File: src/rtl/serial_sub_pkg.sv
// rtl/serial_sub_pkg.sv - shared state encoding and mode constants for serial_subtractor
package serial_sub_pkg;

    typedef enum logic [1:0] {
        IDLE  = 2'd0,
        SHIFT = 2'd1,
        DONE  = 2'd2
    } state_t;

    localparam logic MODE_SUB = 1'b0;
    localparam logic MODE_ADD = 1'b1;

endpackage

File: src/rtl/serial_subtractor_if.sv
// rtl/serial_subtractor_if.sv - start/done handshake bundle; mode exists only under SERIAL_SUB_ADD_EN
interface serial_subtractor_if #(
    parameter int WIDTH = 4
);
    logic             start;
    logic [WIDTH-1:0] a;
    logic [WIDTH-1:0] b;
`ifdef SERIAL_SUB_ADD_EN
    logic             mode;
`endif
    logic             busy;
    logic             done;
    logic [WIDTH-1:0] diff;
    logic             borrow;

`ifdef SERIAL_SUB_ADD_EN
    modport master (output start, a, b, mode, input busy, done, diff, borrow);
    modport slave  (input start, a, b, mode, output busy, done, diff, borrow);
`else
    modport master (output start, a, b, input busy, done, diff, borrow);
    modport slave  (input start, a, b, output busy, done, diff, borrow);
`endif

endinterface

File: src/rtl/full_subtractor.sv
// rtl/full_subtractor.sv - one-bit full-subtractor cell; add/subtract select under SERIAL_SUB_ADD_EN
module full_subtractor
    import serial_sub_pkg::*;
(
    input  logic x,
    input  logic y,
    input  logic bin,
`ifdef SERIAL_SUB_ADD_EN
    input  logic mode,
`endif
    output logic d,
    output logic bout
);

    logic bout_sub;

    assign d        = x ^ y ^ bin;
    assign bout_sub = (~x & y) | (~(x ^ y) & bin);

`ifdef SERIAL_SUB_ADD_EN
    // In add mode bin/bout carry the carry chain instead of the borrow chain.
    assign bout = (mode == MODE_ADD) ? ((x & y) | ((x ^ y) & bin)) : bout_sub;
`else
    assign bout = bout_sub;
`endif

endmodule

File: src/rtl/serial_subtractor.sv
// rtl/serial_subtractor.sv - bit-serial LSB-first a-b (a+b with SERIAL_SUB_ADD_EN), start/done sequenced
module serial_subtractor
    import serial_sub_pkg::*;
#(
    parameter int WIDTH = 4
) (
    input  logic               clk,
    input  logic               rst_n,
    serial_subtractor_if.slave bus
);

    localparam int CW = $clog2(WIDTH + 1);

    state_t           state;
    state_t           state_nxt;
    logic             load;
    logic             last_bit;
    logic [WIDTH-1:0] a_sh;
    logic [WIDTH-1:0] b_sh;
    logic [WIDTH-1:0] diff_q;
    logic             bin_q;
    logic [CW-1:0]    cnt;
    logic             d;
    logic             bout;
`ifdef SERIAL_SUB_ADD_EN
    logic             mode_q;
`endif

    full_subtractor u_cell (
        .x    (a_sh[0]),
        .y    (b_sh[0]),
        .bin  (bin_q),
`ifdef SERIAL_SUB_ADD_EN
        .mode (mode_q),
`endif
        .d    (d),
        .bout (bout)
    );

    assign last_bit = (cnt == CW'(WIDTH - 1));

    always_ff @(posedge clk or negedge rst_n) begin
        if (!rst_n) begin
            state <= IDLE;
        end else begin
            state <= state_nxt;
        end
    end

    // The DONE cycle doubles as the re-accept slot so back-to-back ops run every WIDTH+1 cycles.
    always_comb begin
        state_nxt = state;
        load      = 1'b0;
        case (state)
            IDLE: begin
                if (bus.start) begin
                    load      = 1'b1;
                    state_nxt = SHIFT;
                end
            end
            SHIFT: begin
                if (last_bit) begin
                    state_nxt = DONE;
                end
            end
            DONE: begin
                if (bus.start) begin
                    load      = 1'b1;
                    state_nxt = SHIFT;
                end else begin
                    state_nxt = IDLE;
                end
            end
            default: state_nxt = IDLE;
        endcase
    end

    always_ff @(posedge clk or negedge rst_n) begin
        if (!rst_n) begin
            a_sh   <= '0;
            b_sh   <= '0;
            diff_q <= '0;
            bin_q  <= 1'b0;
            cnt    <= '0;
`ifdef SERIAL_SUB_ADD_EN
            mode_q <= MODE_SUB;
`endif
        end else if (load) begin
            a_sh   <= bus.a;
            b_sh   <= bus.b;
            diff_q <= '0;
            bin_q  <= 1'b0;
            cnt    <= '0;
`ifdef SERIAL_SUB_ADD_EN
            mode_q <= bus.mode;
`endif
        end else if (state == SHIFT) begin
            a_sh   <= a_sh >> 1;
            b_sh   <= b_sh >> 1;
            diff_q <= {d, diff_q[WIDTH-1:1]};
            bin_q  <= bout;
            cnt    <= cnt + CW'(1);
        end
    end

    assign bus.busy   = (state == SHIFT);
    assign bus.done   = (state == DONE);
    assign bus.diff   = diff_q;
    assign bus.borrow = bin_q;

endmodule

File: src/flat_wrapper.sv
// flat-port wrapper written by rule: the top's interface ports become plain ports
module serial_subtractor_flat import serial_sub_pkg::*;
#(
    parameter int WIDTH = 4
)
  (clk, rst_n, bus_start, bus_a, bus_b, bus_busy, bus_done, bus_diff, bus_borrow);
  serial_subtractor_if #(.WIDTH(WIDTH)) bus_i ();
  input  logic clk;
  input  logic rst_n;
  input wire logic [$bits(bus_i.start)-1:0] bus_start;
  input wire logic [$bits(bus_i.a)-1:0] bus_a;
  input wire logic [$bits(bus_i.b)-1:0] bus_b;
  output wire logic [$bits(bus_i.busy)-1:0] bus_busy;
  output wire logic [$bits(bus_i.done)-1:0] bus_done;
  output wire logic [$bits(bus_i.diff)-1:0] bus_diff;
  output wire logic [$bits(bus_i.borrow)-1:0] bus_borrow;
  assign bus_i.start = bus_start;
  assign bus_i.a = bus_a;
  assign bus_i.b = bus_b;
  assign bus_busy = bus_i.busy;
  assign bus_done = bus_i.done;
  assign bus_diff = bus_i.diff;
  assign bus_borrow = bus_i.borrow;
  serial_subtractor #(.WIDTH(WIDTH)) u_core (.clk(clk), .rst_n(rst_n), .bus(bus_i));
endmodule
File: config.mk
export PLATFORM = sky130hd
export DESIGN_NAME = serial_subtractor_flat
export DESIGN_NICKNAME = d
export VERILOG_FILES = /design/src/rtl/serial_sub_pkg.sv /design/src/rtl/serial_subtractor_if.sv /design/src/rtl/full_subtractor.sv /design/src/rtl/serial_subtractor.sv /design/src/flat_wrapper.sv
export SDC_FILE = /design/constraint.sdc
export NUM_CORES = 1
export LEC_CHECK = 0
export ABC_CLOCK_PERIOD_IN_PS = 1250
export BUFFER_PORTS_ARGS = -buffer_cell sky130_fd_sc_hd__clkbuf_2
export CORE_UTILIZATION = 51
export CTS_BUF_LIST = sky130_fd_sc_hd__clkbuf_4 sky130_fd_sc_hd__clkbuf_8
export DETAILED_ROUTE_END_ITERATION = 8
export PLACE_DENSITY = 0.77
export REMOVE_ABC_BUFFERS = 1
export SLEW_MARGIN = 10
export SYNTH_ARGS = -nofsm -noshare
export SYNTH_HDL_FRONTEND = slang
export SYNTH_SLANG_ARGS = --single-unit
File: constraint.sdc
create_clock -name clk -period 1.25 [get_ports clk]
set_input_delay 0.125 -clock clk [delete_from_list [all_inputs] [get_ports clk]]
set_output_delay 0.125 -clock clk [all_outputs]
set_load 0.01 [all_outputs]
==> impl_metrics.env, run 1 <==
export IMPL_cp_num_buf_inv=0
export IMPL_postPlaceCellArea_sq_mm=0.00115
export IMPL_root_buffer="clkbuf_4"
export IMPL_r2r_cells=3
export IMPL_p_leak_nw=0.637
export IMPL_grt_first_pass_wirelength_mm=2.99
export IMPL_r2r_setup_slack_ns=-0.09
export IMPL_core_sq_mm=0.00176
export IMPL_fin_ws_ns=-0.0933
export IMPL_rows=15
export IMPL_tns_ns=-0.261
export IMPL_htreeDepth=1
export IMPL_worstPathCellList="fa_2 -> nand2b_1 -> a32o_1"
export IMPL_die_h_microns=45.9
export IMPL_cts_tree="done"
export IMPL_drt_wl_total_mm=1.80
export IMPL_min_delay_start="bus_a[0]"
export IMPL_drcViolationCount=0
export IMPL_finalSetupViolCount=5
export IMPL_worst_setup_path_type="flop to flop"
export IMPL_grt_max_degree=19
export IMPL_worstSetupEndpointType="flop"
export IMPL_finalClockSkew_ns=0.00119
export IMPL_violations="negative setup slack"
export IMPL_worstPathRequired_ns=1.45
export IMPL_grt_antenna_before_repair=0
export IMPL_avgRoutedWirePerCell_microns=12.9
export IMPL_irDropWorstVdd_mv=1.24
export IMPL_holdPathStages=3
export IMPL_cp_slowest_cell="fa_2"
export IMPL_firstDrtPassIters=3
export IMPL_startpoint_type="flop"
export IMPL_critPathMaxStageDelay_ns=0.57
export IMPL_final_util=0.726
export IMPL_powerDensity_mw_per_mm2=2350
export IMPL_rr_startpoint="u_core.b_sh[0]$_DFFE_PN0P_"
export IMPL_fin_area_sq_mm=0.00128
export IMPL_ys_types=24
export IMPL_clk_pin_slew_ns=0.10
export IMPL_synthCells=80
export IMPL_synth_area_sq_um=981
export IMPL_status="finished with violations"
export IMPL_boundaryPins=18
export IMPL_ant_nets=0
export IMPL_drive_above_1_share=0.421
export IMPL_max_freq_mhz=744
export IMPL_crit_arrival_ns=1.55
export IMPL_r2r_end="u_core.bus.diff[3]$_DFFE_PN0P_"
export IMPL_syn2layout_area_growth_pct=30.6
export IMPL_avgViaCountPerCell=5.17
export IMPL_dpl_hpwl_mm=1.15
export IMPL_finalHoldViolCount=0
export IMPL_die_w_microns=45.9
export IMPL_seq_area_frac_synth=0.459
export IMPL_mostFrequentLayoutCells="mux2i_1 (20), dfrtp_1 (16), clkbuf_2 (15)"
export IMPL_slew_headroom=0.697
export IMPL_cp_max_fo=2
export IMPL_grt_total_usage=0.202
export IMPL_grt_setup_unrepaired="yes"
export IMPL_synth_seq_cells=18
export IMPL_drv_slew=0
export IMPL_hp_class="primary input to flop"
export IMPL_cts_inserted_buffers=3
export IMPL_synth_warnings=0
export IMPL_finalCritPeriodShare=1.07
export IMPL_cap_violations=0
export IMPL_routed_via_count=718
export IMPL_cts_sinks=18
export IMPL_avgSynthCellArea_sq_um=12.3
export IMPL_grt_pass1_vias=685
export IMPL_clk_latency_ns=0.30
export IMPL_drt_iter0_markers=9
export IMPL_start_util=0.556
export IMPL_nets=129
export IMPL_clk_path_buf_depth=2
export IMPL_min_period_ns=1.34
export IMPL_tightest_slew_ns=0.455
export IMPL_gp_congestion=0.700
export IMPL_power_mw=3.01
export IMPL_diodes=0
export IMPL_die_area_sq_mm=0.00210
export IMPL_port_buffers=17
export IMPL_hold_path_end="u_core.a_sh[0]$_DFFE_PN0P_"
export IMPL_critPathTopFamily="adder cells"
export IMPL_grt_overflow=0
export IMPL_final_common_cell="mux2i_1"
export IMPL_holdWs_ns=0.106
-- timing repair --
| action | in CTS | in global routing |
|---|---|---|
| hold endpoints to repair | 18 | 0 |
| gates resized for setup | 8 | 5 |
| setup endpoints to repair | 6 | 6 |
| pin swaps | 3 | 5 |
| buffers inserted | 4 | 2 |
| hold buffers | 1 | 0 |
-- tightest hold or removal path, stage by stage --
cell,delay (ns)
clkbuf_2,0.07
mux2i_1,0.05
mux2i_1,0.12
-- stage by stage --
step	instances	setup slack, ns
after floorplan	75	-0.171
after global placement	128	-0.0946
after detailed placement	128	-0.117
after CTS	137	-0.0945
after global routing	139	-0.126
final	139	-0.0933
-- power by group --
group          switching, mW  internal [mW]
registers              0.200          0.841
logic                  0.649          0.952
clock network          0.192          0.178
total                   1.04           1.97
-- logic make-up after synthesis --
kind of cell    count (synthesis)  synth area share
buf+inv                        10            0.0638
mux                            23             0.246
flops                          18             0.459
xor+xnor                        1           0.00893
fa+ha+maj                       3            0.0459
compound gates                 11            0.0880
simple gates                   14            0.0880
-- registers in the layout, summed over array words and instances (netlist names) --
name,cells
u_core.a_sh,4
u_core.b_sh,4
u_core.bus.borrow,1
u_core.bus.diff,4
u_core.cnt,3
u_core.state,2
-- routing by layer --
layer,wire length (microns),up-vias,track usage
met5,0,-,0
met4,36,0,0.0882
met3,82,6,0.0397
met2,824,18,0.321
met1,855,339,0.264
li1,-,355,-
-- synthesized netlist by cell type (all sizes together) --
cell / n / area [sq um]
a21o: 2 / 15.0
a22o: 3 / 26.3
a32o: 2 / 20.0
and2: 1 / 6.26
buf: 5 / 43.8
dfrtp: 18 / 450
fa: 1 / 20.0
ha: 2 / 25.0
inv: 5 / 18.8
mux2: 3 / 41.3
mux2i: 20 / 200
nand2b: 4 / 25.0
nand3: 2 / 10.0
nand3b: 2 / 15.0
nor2: 1 / 3.75
nor2b: 3 / 18.8
nor3b: 1 / 7.51
o21ai: 2 / 10.0
o31ai: 2 / 15.0
xnor2: 1 / 8.76
-- area by class of cell --
| type | count | area, sq um |
|---|---|---|
| timing repair buffer | 35 | 249 |
| sequential | 18 | 453 |
| tap | 25 | 31.3 |
| clock buffer | 4 | 36.3 |
| inverter | 5 | 18.8 |
| multi-input combinational | 52 | 493 |
| fill | 138 | 483 |
-- worst max-delay path by stage --
stage	start	endpoint	slack, ns	cells past startpoint
2_1_floorplan	u_core.state[1]$_DFFE_PN0P_	u_core.cnt[1]$_DFFE_PN0P_	-0.17	2
3_3_place_gp	u_core.bus.borrow$_DFFE_PN0P_	u_core.bus.borrow$_DFFE_PN0P_	-0.09	3
3_5_place_dp	u_core.bus.borrow$_DFFE_PN0P_	u_core.bus.borrow$_DFFE_PN0P_	-0.12	3
4_1_cts	u_core.a_sh[0]$_DFFE_PN0P_	u_core.bus.diff[3]$_DFFE_PN0P_	-0.09	4
5_1_grt	u_core.state[1]$_DFFE_PN0P_	bus_busy	-0.13	3
6_report	u_core.b_sh[0]$_DFFE_PN0P_	u_core.bus.diff[3]$_DFFE_PN0P_	-0.09	3
Note: power is estimated with default switching activity, not from simulation.
==> inputs of run 2 (changes only) <==
--- a/config.mk
+++ b/config.mk
@@ -7,10 +7,9 @@
 export LEC_CHECK = 0
 export ABC_CLOCK_PERIOD_IN_PS = 1250
 export BUFFER_PORTS_ARGS = -buffer_cell sky130_fd_sc_hd__clkbuf_2
-export CORE_UTILIZATION = 51
-export CTS_BUF_LIST = sky130_fd_sc_hd__clkbuf_4 sky130_fd_sc_hd__clkbuf_8
+export CORE_UTILIZATION = 48
 export DETAILED_ROUTE_END_ITERATION = 8
-export PLACE_DENSITY = 0.77
+export PLACE_DENSITY = 0.72
 export REMOVE_ABC_BUFFERS = 1
 export SLEW_MARGIN = 10
 export SYNTH_ARGS = -nofsm -noshare
==> impl_metrics.env, run 2 (synthesis results as in run 1) <==
export IMPL_diodes=0
export IMPL_grt_overflow=0
export IMPL_min_period_ns=1.39
export IMPL_tns_ns=-0.247
export IMPL_cts_tree="done"
export IMPL_ant_nets=0
export IMPL_grt_first_pass_wirelength_mm=3.05
export IMPL_syn2layout_area_growth_pct=31.2
export IMPL_drv_slew=0
export IMPL_avgRoutedWirePerCell_microns=14.0
export IMPL_p_leak_nw=0.635
export IMPL_finalSetupViolCount=3
export IMPL_powerDensity_mw_per_mm2=2360
export IMPL_grt_max_degree=19
export IMPL_grt_setup_unrepaired="yes"
export IMPL_finalHoldViolCount=0
export IMPL_start_util=0.539
export IMPL_die_w_microns=47.2
export IMPL_drt_wl_total_mm=1.95
export IMPL_drive_above_1_share=0.412
export IMPL_root_buffer="clkbuf_4"
export IMPL_critPathMaxStageDelay_ns=0.57
export IMPL_crit_arrival_ns=1.57
export IMPL_finalClockSkew_ns=0.00708
export IMPL_avgViaCountPerCell=5.17
export IMPL_fin_cells=139
export IMPL_dpl_hpwl_mm=1.30
export IMPL_clk_path_buf_depth=2
export IMPL_cp_startpoint="u_core.b_sh[0]$_DFFE_PN0P_"
export IMPL_final_common_cell="mux2i_1"
export IMPL_dp_cells=127
export IMPL_irDropWorstVdd_mv=1.17
export IMPL_place_ws_ns=-0.133
export IMPL_worst_setup_path_type="flop to flop"
export IMPL_boundaryPins=18
export IMPL_cp_max_fo=2
export IMPL_port_buffers=17
export IMPL_gp_congestion=0.750
export IMPL_status="finished with violations"
export IMPL_rows=15
export IMPL_cap_violations=0
export IMPL_violations="negative setup slack"
export IMPL_firstDrtPassIters=4
export IMPL_mostFrequentLayoutCells="mux2i_1 (20), dfrtp_1 (17), clkbuf_2 (16)"
export IMPL_cts_inserted_buffers=3
export IMPL_grt_pass1_vias=688
export IMPL_die_area_sq_mm=0.00223
export IMPL_core_sq_mm=0.00182
export IMPL_rr_startpoint="u_core.b_sh[0]$_DFFE_PN0P_"
export IMPL_grt_antenna_before_repair=0
export IMPL_worstPathRequired_ns=1.43
export IMPL_startpoint_type="flop"
export IMPL_holdWs_ns=0.127
export IMPL_nets=130
export IMPL_cp_slowest_cell="fa_2"
export IMPL_fin_ws_ns=-0.140
export IMPL_drt_iter0_markers=2
export IMPL_worstSetupEndpointType="flop"
export IMPL_die_h_microns=47.2
export IMPL_routed_via_count=719
export IMPL_clk_latency_ns=0.29
export IMPL_drcViolationCount=0
export IMPL_clk_pin_slew_ns=0.10
export IMPL_max_freq_mhz=719
export IMPL_worstPathCellList="fa_2 -> nand2b_1 -> a32o_1"
export IMPL_finalCritPeriodShare=1.11
export IMPL_htreeDepth=1
export IMPL_critPathTopFamily="adder cells"
export IMPL_cts_sinks=18
export IMPL_grt_total_usage=0.202
export IMPL_hp_class="primary input to flop"
export IMPL_cp_num_buf_inv=0
export IMPL_tightest_slew_ns=0.479
export IMPL_slew_headroom=0.681
export IMPL_min_delay_start="bus_b[2]"
## run 2: cell counts in the layout (fill, tap and decap cells not counted)
Identical to the previous run, type by type.
## run 2: final timing paths
| kind | to | slack [ns] | depth (start not counted) |
|---|---|---|---|
| worst max-delay path | u_core.bus.diff[3]$_DFFE_PN0P_ | -0.14 | 3 |
| worst min-delay path | u_core.b_sh[2]$_DFFE_PN0P_ | 0.13 | 3 |
| worst max register to register | u_core.bus.diff[3]$_DFFE_PN0P_ | -0.14 | 3 |
| worst min register to register | u_core.cnt[2]$_DFFE_PN0P_ | 0.54 | 1 |
| max in group asynchronous | u_core.state[1]$_DFFE_PN0P_ | 0.59 | 2 |
| min in group asynchronous | u_core.bus.diff[1]$_DFFE_PN0P_ | 0.31 | 2 |
## run 2: worst register-to-register path: stages (launching register included)
cell      delay (ns)
dfrtp_1         0.41
fa_2            0.57
nand2b_1        0.06
a32o_1          0.24
## run 2: through the flow
step	util	instance area (sq um)	power (mW)
after floorplan	-	937	1.87
after global placement	0.627	1140	2.34
after detailed placement	0.627	1140	2.43
after CTS	0.670	1220	2.85
after global routing	0.707	1290	3.28
final	0.707	1290	3.03
## run 2: metal layers
| metal | part of all wire | wire, microns | global-route usage |
|---|---|---|---|
| met1 | 0.46 | 890 | 0.263 |
| met3 | 0.031 | 61 | 0.0385 |
| met4 | 0.0072 | 14 | 0.0857 |
| met5 | 0 | 0 | 0 |
| met2 | 0.50 | 978 | 0.328 |
## run 2: timing repair
| action | 4_1_cts | 5_1_grt |
|---|---|---|
| pin swaps | 2 | 4 |
| endpoints found under the hold margin | 18 | 0 |
| buffers inserted | 3 | 5 |
| gates cloned | 0 | 0 |
| gates resized for setup | 8 | 5 |
| hold buffers | 1 | 0 |
| endpoints found under the setup margin | 6 | 6 |
## run 2: cell type report
cell class | count | area [sq um]
repair buffers | 36 | 260
multi-input cells | 52 | 503
clock buffers | 3 | 22.5
inverters | 5 | 18.8
flip-flops and latches | 18 | 452
fillers | 133 | 533
well taps | 25 | 31.3
## run 2: power breakdown
| part | leakage (nW) | internal (mW) | switching, mW | total [mW] |
|---|---|---|---|---|
| Sequential | 0.228 | 0.838 | 0.214 | 1.05 |
| Combinational | 0.393 | 1.01 | 0.678 | 1.69 |
| Clock | 0.0138 | 0.112 | 0.180 | 0.292 |
